## config.mk

```make
export PLATFORM = sky130hd
export DESIGN_NAME = reg_bank_arbiter
export DESIGN_NICKNAME = d
export VERILOG_FILES = /design/src/rtl/reg_bank_arbiter_pkg.sv /design/src/rtl/reg_bank_arbiter_rr_priority_pick.sv /design/src/rtl/reg_bank_arbiter.sv
export SDC_FILE = /design/constraint.sdc
export NUM_CORES = 1
export LEC_CHECK = 0
export ABC_AREA = 1
export CAP_MARGIN = 20
export CORE_MARGIN = 4
export CORE_UTILIZATION = 52
export DETAILED_ROUTE_END_ITERATION = 10
export PLACE_DENSITY = 0.79
export SYNTH_ARGS = -nofsm -noshare
export SYNTH_HDL_FRONTEND = slang
export SYNTH_HIERARCHICAL = 1
export SYNTH_SLANG_ARGS = --single-unit
export TNS_END_PERCENT = 20
```

## constraint.sdc

```tcl
create_clock -name clk -period 4 [get_ports clk]
set_clock_uncertainty 0.2 [all_clocks]
set_input_delay 0.4 -clock clk [delete_from_list [all_inputs] [get_ports clk]]
set_output_delay 0.4 -clock clk [all_outputs]
set_load 0.03 [all_outputs]
```

## src/rtl/reg_bank_arbiter_pkg.sv

```systemverilog
// Shared definitions for the register-bank arbiter: FSM encoding and width/slice helpers.
package reg_bank_arbiter_pkg;

  localparam logic [0:0] ST_IDLE  = 1'b0;
  localparam logic [0:0] ST_OWNED = 1'b1;

  // Index width for n items; never below one bit so single-entry cases stay legal.
  function automatic int unsigned idx_w(input int unsigned n);
    return (n < 2) ? 1 : $clog2(n);
  endfunction

  // LSB position of field idx in a packed vector of w-bit fields.
  function automatic int unsigned slice_lsb(input int unsigned idx, input int unsigned w);
    return idx * w;
  endfunction

endpackage

```

## src/rtl/reg_bank_arbiter_rr_priority_pick.sv

```systemverilog
// Round-robin priority picker: first set request at or above ptr, wrapping modulo N.
module rr_priority_pick
  import reg_bank_arbiter_pkg::*;
#(
  parameter int unsigned N  = 4,
  parameter int unsigned IW = idx_w(N)
) (
  input  logic [N-1:0]  req,
  input  logic [IW-1:0] ptr,
  output logic [N-1:0]  gnt,
  output logic [IW-1:0] idx
);

  always_comb begin
    logic found;
    int   cand;
    gnt   = '0;
    idx   = '0;
    found = 1'b0;
    cand  = 0;
    for (int k = 0; k < int'(N); k++) begin
      cand = int'(ptr) + k;
      if (cand >= int'(N)) cand = cand - int'(N);
      if (!found && req[IW'(cand)]) begin
        found            = 1'b1;
        gnt[IW'(cand)]   = 1'b1;
        idx              = IW'(cand);
      end
    end
  end

endmodule

```

## src/rtl/reg_bank_arbiter.sv

```systemverilog
// Round-robin write arbiter with locked bursts in front of an internal register bank,
// plus a one-cycle-latency read port.
module reg_bank_arbiter
  import reg_bank_arbiter_pkg::*;
#(
  parameter  int unsigned N_REQ = 4,
  parameter  int unsigned DEPTH = 4,
  parameter  int unsigned WIDTH = 3,
  localparam int unsigned AW    = idx_w(DEPTH),
  localparam int unsigned OW    = idx_w(N_REQ)
) (
  input  logic                   clk,
  input  logic                   rst,
  input  logic [N_REQ-1:0]       req,
  input  logic [N_REQ-1:0]       lock,
  input  logic [N_REQ*AW-1:0]    wr_addr,
  input  logic [N_REQ*WIDTH-1:0] wr_data,
  output logic [N_REQ-1:0]       gnt,
  input  logic [AW-1:0]          rd_addr,
  output logic [WIDTH-1:0]       rd_data,
  output logic                   owned,
  output logic [OW-1:0]          owner
);

  logic [0:0]       state_q, state_d;
  logic [OW-1:0]    ptr_q, ptr_d;
  logic [OW-1:0]    owner_q, owner_d;
  logic             wr_en;
  logic [OW-1:0]    wr_sel;
  logic [N_REQ-1:0] pick_gnt;
  logic [OW-1:0]    pick_idx;
  logic [WIDTH-1:0] bank [DEPTH];
  logic [AW-1:0]    addr_arr [N_REQ];
  logic [WIDTH-1:0] data_arr [N_REQ];

  // Unpack per-requester address/data fields.
  for (genvar i = 0; i < int'(N_REQ); i++) begin : g_unpack
    assign addr_arr[i] = wr_addr[slice_lsb(i, AW) +: AW];
    assign data_arr[i] = wr_data[slice_lsb(i, WIDTH) +: WIDTH];
  end

  rr_priority_pick #(
    .N  (N_REQ),
    .IW (OW)
  ) u_pick (
    .req (req),
    .ptr (ptr_q),
    .gnt (pick_gnt),
    .idx (pick_idx)
  );

  // Next-state, grant and write-select decode.
  always_comb begin
    state_d = state_q;
    ptr_d   = ptr_q;
    owner_d = owner_q;
    gnt     = '0;
    wr_en   = 1'b0;
    wr_sel  = '0;
    case (state_q)
      ST_IDLE: begin
        if (|req) begin
          gnt    = pick_gnt;
          wr_en  = 1'b1;
          wr_sel = pick_idx;
          ptr_d  = (pick_idx == OW'(N_REQ - 1)) ? '0 : pick_idx + OW'(1);
          if (lock[pick_idx]) begin
            state_d = ST_OWNED;
            owner_d = pick_idx;
          end
        end
      end
      default: begin
        if (req[owner_q]) begin
          gnt[owner_q] = 1'b1;
          wr_en        = 1'b1;
          wr_sel       = owner_q;
          if (!lock[owner_q]) begin
            state_d = ST_IDLE;
            owner_d = '0;
          end
        end else begin
          state_d = ST_IDLE;
          owner_d = '0;
        end
      end
    endcase
    // Grant must be quiet while reset is held, even before the flops have settled.
    if (rst) begin
      gnt   = '0;
      wr_en = 1'b0;
    end
  end

  always_ff @(posedge clk or posedge rst) begin
    if (rst) begin
      state_q <= ST_IDLE;
      ptr_q   <= '0;
      owner_q <= '0;
      rd_data <= '0;
      for (int i = 0; i < int'(DEPTH); i++) bank[i] <= '0;
    end else begin
      state_q <= state_d;
      ptr_q   <= ptr_d;
      owner_q <= owner_d;
      rd_data <= bank[rd_addr];
      if (wr_en) bank[addr_arr[wr_sel]] <= data_arr[wr_sel];
    end
  end

  assign owned = (state_q == ST_OWNED);
  assign owner = owner_q;

endmodule

```

==> qor.csv, run 1 <==
metric,value,unit
post-cts-setup-buffers,0,
yosys-top-cells-area,"dfrtp_1 (24%), nand2_1 (18%), nand3_1 (11%)",
grt_max_degree,21,
path_clk_slew,0.08,ns
cts-htree-levels,1,
avgViaCountPerCell,5.27,
dp_hpwl,3.94,mm
crit_type,flop to primary output,
die_h,70.7,microns
syn2layout_area_growth,25.4,%
ys.flop_type,dfrtp_1,
crit_required,3.40,ns
synth_compound_area_share,10.2,%
critPathCaptureType,primary output,
reg2reg_from,ptr_q[0]$_DFFE_PP0P_,
track_usage,21.0,%
rsz0062_at_grt,no,
p_leak,1.32,nW
ys_async_sr_fraction,100,%
gp_congestion,0.887,
cts_root_buf,clkbuf_8,
hold_violations,0,
start_util,54.7,%
yosys.area.top_type,dfrtp_1,
postSynthAreaPerCell,6.69,sq um
synth_top_family_by_area,simple AND/OR/NAND/NOR gates,
finalSetupViolations,0,
fin_crit,3.64,ns
layout-drive-gt1-share,14.0,%
fp.dieW,70.7,microns
syn_nets,347,
antenna_found_initial,0,
synth.most_common_cell,nand2_1,
wl_per_cell,12.3,microns
fillers,335,
ys_seq_elements,20,
grt_pass1_wl,8.74,mm
synth.top_cell.area_share,24.4,%
cts_resized,0,
numClockSinks,20,
nets,391,
synth_edf_count,0,
start_kind,flop,
cts_tree,done,
place_area,2490,sq um
ys_seq_area_share,24.4,%
synth_mux_area_share,0,%
vias,2093,
drv_cap,0,
hold_start,bank[1]$_DFFE_PP0P_,
status,"finished, final reports clean",
ys_warn_count,6,
tns,0,ns
grt_pass1_vias,1972,
finalCritPeriodShare,90.9,%
slew_violations,0,
design_area,2570,sq um
drc,0,
numCtsBuffers,3,
dr.pass1.iters,4,
synth_cell_types,29,
io_buffer_count,41,
synthSimpleGateAreaFrac,51.5,%
core,3740,sq um
wirelength,4.89,mm
tightest_slew,0.792,ns
startpoint,ptr_q[0]$_DFFE_PP0P_,
max_slew_margin,47.1,%
row_count,22,
cts_buffer_depth,2,
cts_hold_buf,0,
synthesis.area,2050,sq um
ant_nets,0,
crit_fanout,13,
overflow,0,
io_pins,42,
synth_fa_ha_area_share,5.50,%
arrival,3.04,ns
n_antenna_cell,0,
synth_common_cells,"nand2_1 (99), nand3_1 (44), inv_1 (29), nor2_1 (25), dfrtp_1 (20)",
hold_path.class,flop to flop,
max_freq,275,MHz
powerDensity,950,nW/um^2
peakVddDrop,541,uV
reg2reg_slack,0.44,ns
die_area,5000,sq um
synthCells,306,
insertion_delay,0.26,ns
synth_xor_xnor_area_share,0,%
drtIter0Drc,107,
-- layer usage --
metal | wire [microns] | vias to the layer above | global-route usage (%)
met5 | 0 | - | 0
met4 | 81 | 0 | 5.64
met3 | 318 | 10 | 4.26
met2 | 2270 | 71 | 34.7
met1 | 2220 | 933 | 27.9
li1 | - | 1079 | -
-- where the power goes --
| group | switching, mW | internal [mW] | leakage [nW] |
|---|---|---|---|
| clock network | 0.0748 | 0.134 | 0.0357 |
| registers | 0.0962 | 0.291 | 0.253 |
| logic | 1.22 | 0.619 | 1.03 |
| total | 1.39 | 1.04 | 1.32 |
-- flip-flops by register name, summed over array words and instances, names as in the netlist --
register / flops
rd_data: 3
bank: 12
owned: 1
ptr_q: 2
owner: 2
-- critical path, stage by stage (launching register included) --
cell and delay, ns:
dfrtp_1 0.68, inv_8 0.10, ha_1 0.41, inv_1 0.15
nand3_1 0.09, nand2_1 0.11, nor2_1 0.07, a21oi_1 0.14
nand3_1 0.12, a2bb2oi_1 0.23, nor2_1 0.07, clkdlybuf4s50_1 0.60
-- cells by family (layout without fill, tap and decap cells) --
kind of cell	after synthesis	count (layout)
compound gates	32	32
fa+ha+maj	9	9
buf+inv	39	82
flops	20	20
simple gates	206	206
-- placed cells by master, fill, tap and decap left out, types with 2 or more instances in the layout --
cell / instances
a21oi_1: 8
a21oi_4: 2
a22oi_1: 2
clkbuf_8: 3
clkdlybuf4s50_1: 41
dfrtp_1: 20
ha_1: 9
inv_1: 29
inv_2: 6
nand2_1: 99
nand2_2: 10
nand2_4: 11
nand3_1: 44
nand3_2: 10
nand3b_1: 2
nor2_1: 25
nor2_4: 2
o21ai_0: 8
o21ai_1: 2
o22ai_1: 5
-- final cells by class --
| cell class | count | area [sq um] | share of cell area (%) |
|---|---|---|---|
| multi-input combinational | 247 | 1380 | 53.6 |
| sequential | 20 | 500 | 19.5 |
| tap | 48 | 60.1 | 2.34 |
| clock inverter | 1 | 30.0 | 1.17 |
| timing repair buffer | 41 | 410 | 16.0 |
| clock buffer | 3 | 41.3 | 1.61 |
| inverter | 37 | 149 | 5.80 |
-- path summary, 6_finish.rpt --
check,cells after the start,end
max,11,gnt[1]
min,2,bank[1]$_DFFE_PP0P_
max reg2reg,18,bank[6]$_DFFE_PP0P_
min reg2reg,2,bank[1]$_DFFE_PP0P_
max in group asynchronous,2,bank[10]$_DFFE_PP0P_
min in group asynchronous,2,owner[0]$_DFFE_PP0P_
-- per-stage QoR --
step	hold WS (ns)	setup WS [ns]	total power [mW]	utilization (%)	instances
2_1_floorplan	0.164	1.09	1.86	-	306
3_3_place_gp	0.266	0.572	2.20	66.6	393
3_5_place_dp	0.273	0.515	2.22	66.6	393
4_1_cts	0.293	0.375	2.44	68.5	397
5_1_grt	0.313	0.110	2.71	68.5	397
6_report	0.294	0.364	2.44	68.5	397
No activity file was read; power rests on OpenSTA's default activity.
==> inputs of run 2 (changes only) <==
Settings changed: CELL_PAD_IN_SITES_DETAIL_PLACEMENT from default to 0, CELL_PAD_IN_SITES_GLOBAL_PLACEMENT from default to 1, CORE_UTILIZATION 52 to 37, SLEW_MARGIN from default to 10, SYNTH_HIERARCHICAL 1 to default.
==> run 2 against run 1 <==
Net effect:
- sequential share of layout area decreased by 0.27 points
- synthesized cell count decreased by 2.6%
- critical path type unchanged
- register-to-register slack improved by 0.64 ns
- maximum frequency decreased by 2.4%
- die area increased by 36%
- critical endpoint is now gnt[2]
- worst hold slack got worse by 0.012 ns
- global-route usage decreased by 4.3 points
- final cell count increased by 3.5%
- via count decreased by 0.81%
- area after synthesis increased by 0.67%
- largest cell class unchanged
==> qor.csv, run 2 <==
metric,value,unit,change
finalCritPeriodShare,93.2,%,+2.3 points
crit_fanout,7,,-6
syn2layout_area_growth,26.6,%,
tns,0,ns,unchanged
critPathCaptureType,primary output,,
synth_edf_count,0,,unchanged
cts_hold_buf,0,,unchanged
crit_type,flop to primary output,,
slew_violations,0,,unchanged
post-cts-setup-buffers,0,,unchanged
finalSetupViolations,0,,unchanged
max_stage_delay,0.67,ns,about the same
io_pins,42,,unchanged
cts_root_buf,clkbuf_8,,
synthesis.area,2060,sq um,+0.67%
wl_per_cell,12.8,microns,+3.7%
start_kind,flop,,
insertion_delay,0.26,ns,about the same
dr.pass1.iters,4,,unchanged
ys_seq_elements,20,,unchanged
crit_chain,"inv_1, ha_1, inv_1, nand3_1, nand2_1, nor2_2, nand4_1, inv_1, a21oi_1, o22ai_1, and2_1, clkdlybuf4s50_1",,
synth_cell_types,38,,+31%
cp_common_cell,inv_1,,
fin_crit,3.73,ns,+0.0904 ns
drv_cap,0,,unchanged
ys_async_sr_fraction,100,%,unchanged
overflow,0,,unchanged
fillers,529,,+58%
drtIter0Drc,103,,-3.7%
rsz0062_at_grt,no,,
yosys.area.top_type,dfrtp_1,,
reg_top3,"bank x12, rd_data x3",,
vias,2076,,-0.81%
ys_seq_area_share,24.3,%,-0.16 points
final_cell_mix,"nand2_1 (77), nand3_1 (46), clkdlybuf4s50_1 (40)",,
wirelength,5.25,mm,+7.4%
track_usage,16.7,%,-4.3 points
drc,0,,unchanged
regMostFlops,bank,,
max_freq,268,MHz,-2.4%
synth.top_cell.area_share,24.3,%,-0.16 points
crit_required,3.40,ns,about the same
cts_tree,done,,
die_area,6830,sq um,+36%
antenna_found_initial,0,,unchanged
status,"finished, final reports clean",,
ant_nets,0,,unchanged
io_buffer_count,41,,unchanged
arrival,3.13,ns,+0.09 ns
grt_max_degree,21,,unchanged
n_antenna_cell,0,,unchanged
grt_pass1_wl,9.03,mm,+3.3%
synth.most_common_cell,nand2_1,,
yosys-top-cells-area,"dfrtp_1 (24%), nand2_1 (14%), nand3_1 (11%)",,
die_h,82.6,microns,+17%
dp_hpwl,4.29,mm,+9.1%
fp.dieW,82.6,microns,+17%
synthCells,298,,-2.6%
cts-htree-levels,1,,unchanged
avgViaCountPerCell,5.05,,-4.2%
largest_reg_flops,12,,unchanged
critPathTopFamily,buffers and inverters,,
path_clk_slew,0.08,ns,about the same
ys_warn_count,0,,-6
synth_common_cells,"nand2_1 (77), nand3_1 (46), inv_1 (33), dfrtp_1 (20), nor2_1 (18)",,
gp_congestion,0.874,,-1.6%
postSynthAreaPerCell,6.92,sq um,+3.4%
hold_violations,0,,unchanged
cts_buffer_depth,2,,unchanged
cp_slowest_cell,clkdlybuf4s50_1,,
nets,382,,-2.3%
layout-drive-gt1-share,15.8,%,+1.8 points
numCtsBuffers,3,,unchanged
syn_nets,338,,-2.6%
ys.flop_type,dfrtp_1,,
max_slew_margin,72.1,%,+25 points
numClockSinks,20,,unchanged
cts_resized,0,,unchanged
row_count,26,,+18%
layout.cells.most_common,nand2_1,,
crit_buf_inv,4,,+1
grt_pass1_vias,1950,,-1.1%
hold_path.class,flop to flop,,
tightest_slew,0.415,ns,-0.377 ns
core,5240,sq um,+40%
start_util,39.3,%,-15 points
## run 2: changes by cell type after synthesis, sizes merged, moves of 3 or more
cell / change
nand2: -24
buf: +3
o21ai: +6
nand3b: +4
nand4: +6
a21oi: -6
nor2: -6
## run 2: logic make-up after synthesis
logic type	share of synthesized area, %
AOI/OAI and AO/OA	11.6
adders and majority gates	4.86
buffers and inverters	9.78
DFF	24.3
and+or+nand+nor	49.5
## run 2: area by class of cell
cell class              instances  area, sq um  share of cell area, %
multi-input cells             235         1360                   52.3
flip-flops and latches         20          502                   19.2
repair buffers                 45          443                   17.0
inverters                      37          141                   5.42
well taps                      70         87.6                   3.36
clock buffers                   3         41.3                   1.58
clock inverters                 1         30.0                   1.15
## run 2: per-stage QoR
step / hold slack (ns) / setup WS, ns / std cells / util [%] / cell area, sq um
2_1_floorplan: 0.169 / 0.783 / 298 / - / 2060
3_3_place_gp: 0.260 / 0.398 / 407 / 48.3 / 2530
3_5_place_dp: 0.258 / 0.442 / 407 / 48.3 / 2530
4_1_cts: 0.278 / 0.122 / 411 / 49.6 / 2600
5_1_grt: 0.308 / 0.0498 / 411 / 49.8 / 2610
6_report: 0.282 / 0.273 / 411 / 49.8 / 2610
## run 2: worst paths after layout
check                                           from              endpoint  slack [ns]  cells after the start
worst max-delay path            ptr_q[1]$_DFFE_PP0P_                gnt[2]        0.27                     12
worst min-delay path             bank[8]$_DFFE_PP0P_   bank[8]$_DFFE_PP0P_        0.28                      2
worst max register to register  ptr_q[1]$_DFFE_PP0P_   bank[2]$_DFFE_PP0P_        1.08                     15
worst min register to register   bank[8]$_DFFE_PP0P_   bank[8]$_DFFE_PP0P_        0.28                      2
max in group asynchronous                        rst  ptr_q[1]$_DFFE_PP0P_        2.90                      3
min in group asynchronous                        rst  ptr_q[0]$_DFFE_PP0P_        0.47                      3
## run 2: worst register-to-register path, cell delays in order, from the launching register on
cell	delay [ns]
dfrtp_2	0.47
inv_1	0.09
ha_1	0.40
inv_1	0.15
nand3_1	0.13
nand2_1	0.10
nor2_2	0.12
nand4_1	0.22
nand2_2	0.20
nand2_1	0.08
nand2_2	0.13
nand3_1	0.10
nand2_2	0.17
nand3_2	0.13
nand2_1	0.08
nand2_1	0.05
## run 2: per-layer routing
metal  track usage [%]  vias up  wire length (microns)
met3              2.93        5                    285
li1                  -     1082                      -
met1              24.1      943                   2710
met4              3.27        0                     37
met5                 0        -                      0
met2              26.3       46                   2210
Power of run 2 is not shown: default switching activity piles up to over one toggle a cycle in this logic, so the estimate is an artifact.
==> inputs of run 3 (changes only) <==
Settings changed: CORE_MARGIN 4 to default.
==> run 3 against run 2 <==
Net effect:
- non-clock buffer count unchanged
- design area barely moved
- worst hold slack got worse by 0.0020 ns
- worst setup slack worse by 0.0029 ns
- critical path depth stayed put
- die area down 14%
- register-to-register slack lost 0.05 ns
- wire length decreased by 0.97%
==> qor.csv, run 3 (same netlist as run 2, synthesis figures left out) <==
metric,value,unit,change
dp.cells,407,,unchanged
fp.dieW,76.6,microns,-7.3%
dr.pass1.iters,4,,unchanged
grt.busiest_layer,met2,,
layout-drive-gt1-share,15.5,%,-0.29 points
hold_path.class,flop to flop,,
syn2layout_area_growth,26.5,%,about the same
core,5240,sq um,unchanged
numCtsBuffers,3,,unchanged
startpoint,ptr_q[1]$_DFFE_PP0P_,,
n_antenna_cell,0,,unchanged
start_util,39.3,%,unchanged
slew_violations,0,,unchanged
fillers,530,,+0.19%
wirelength,5.20,mm,-0.97%
critPathCaptureType,primary output,,
gp_congestion,0.880,,+0.76%
track_usage,19.2,%,+2.4 points
reg_top3,"bank x12, rd_data x3",,
regMostFlops,bank,,
crit_required,3.40,ns,about the same
grt_pass1_vias,1986,,+1.8%
met1_usage,27.1,%,+3.0 points
wl_per_cell,12.6,microns,-0.97%
start_kind,flop,,
io_buffer_count,41,,unchanged
die_h,76.6,microns,-7.3%
cp_slowest_cell,clkdlybuf4s50_1,,
tns,0,ns,unchanged
io_pins,42,,unchanged
reg2reg_from,ptr_q[1]$_DFFE_PP0P_,,
crit_buf_inv,4,,unchanged
met3_usage,3.23,%,+0.31 points
dp_hpwl,4.22,mm,-1.8%
arrival,3.13,ns,about the same
rsz0062_at_grt,no,,
cp_common_cell,inv_1,,
numClockSinks,20,,unchanged
cts_root_buf,clkbuf_8,,
hold_violations,0,,unchanged
insertion_delay,0.26,ns,about the same
fin_crit,3.73,ns,+0.00290 ns
tightest_slew,0.453,ns,+0.0375 ns
max_slew_margin,69.5,%,-2.5 points
antenna_found_initial,0,,unchanged
final_util,49.8,%,about the same
crit_fanout,7,,unchanged
vias,2070,,-0.29%
use_met2,30.8,%,+4.5 points
path_clk_slew,0.08,ns,about the same
drc,0,,unchanged
crit_type,flop to primary output,,
finalCritPeriodShare,93.2,%,about the same
hold_start,bank[7]$_DFFE_PP0P_,,
place_area,2530,sq um,unchanged
final_cell_mix,"nand2_1 (77), nand3_1 (46), clkdlybuf4s50_1 (40)",,
cts_buffer_depth,2,,unchanged
cts-htree-levels,1,,unchanged
grt_pass1_wl,9.17,mm,+1.5%
stdcell_count,411,,unchanged
status,"finished, final reports clean",,
max_freq,268,MHz,about the same
drv_cap,0,,unchanged
max_stage_delay,0.66,ns,about the same
layout.cells.most_common,nand2_1,,
cts_tree,done,,
largest_reg_flops,12,,unchanged
grt_max_degree,21,,unchanged
crit_chain,"inv_1, ha_1, inv_1, nand3_1, nand2_1, nor2_2, nand4_1, inv_1, a21oi_1, o22ai_1, and2_1, clkdlybuf4s50_1",,
row_count,26,,unchanged
overflow,0,,unchanged
avgViaCountPerCell,5.04,,-0.29%
ant_nets,0,,unchanged
finalSetupViolations,0,,unchanged
critPathTopFamily,buffers and inverters,,
nets,382,,unchanged
design_area,2610,sq um,about the same
drtIter0Drc,106,,+2.9%
die_area,5870,sq um,-14%
-- run 3: path summary, 6_finish.rpt --
path	slack [ns]	cells past startpoint	endpoint
max	0.27	12	gnt[2]
min reg2reg	0.28	2	bank[7]$_DFFE_PP0P_
max reg2reg	1.03	16	bank[2]$_DFFE_PP0P_
min	0.28	2	bank[7]$_DFFE_PP0P_
max in group asynchronous	2.92	3	bank[1]$_DFFE_PP0P_
min in group asynchronous	0.47	3	owned$_DFF_PP0_
-- run 3: repair_timing --
action	CTS	global route
hold buffers	0	0
setup buffers	0	0
resized for setup	0	2
endpoints found under the setup margin	0	4
-- run 3: layout make-up --
type,count,area [sq um],area share (%)
multi-input cells,235,1360,52.3
well taps,70,87.6,3.36
inverters,37,141,5.42
repair buffers,45,443,17.0
flip-flops and latches,20,500,19.2
clock inverters,1,30.0,1.15
clock buffers,3,41.3,1.58
-- run 3: worst register-to-register path: stages, from the launching register on --
cell and delay [ns]:
dfrtp_1 0.54, inv_1 0.10, ha_1 0.39, inv_1 0.14, nand3_2 0.13, nand2_4 0.08, nor2_4 0.17, nand2_2 0.07
nand3_2 0.12, nand3_4 0.15, nand2_4 0.22, nand2_1 0.08, nand3_1 0.09, nand2_2 0.11, nor2_4 0.15, nand3_1 0.11
nand2_1 0.07
-- run 3: per-layer routing --
layer | up-vias | wire [microns]
met2 | 45 | 2280
met1 | 936 | 2630
li1 | 1085 | -
met5 | - | 0
met4 | 0 | 31
met3 | 4 | 259
-- run 3: stage by stage --
| step | hold WS (ns) | worst slack, ns |
|---|---|---|
| 5_1_grt | 0.303 | 0.0531 |
| 2_1_floorplan | 0.169 | 0.783 |
| 3_5_place_dp | 0.264 | 0.446 |
| 3_3_place_gp | 0.259 | 0.402 |
| 4_1_cts | 0.283 | 0.143 |
| 6_report | 0.280 | 0.270 |
Power of run 3 is left out for the same reason.
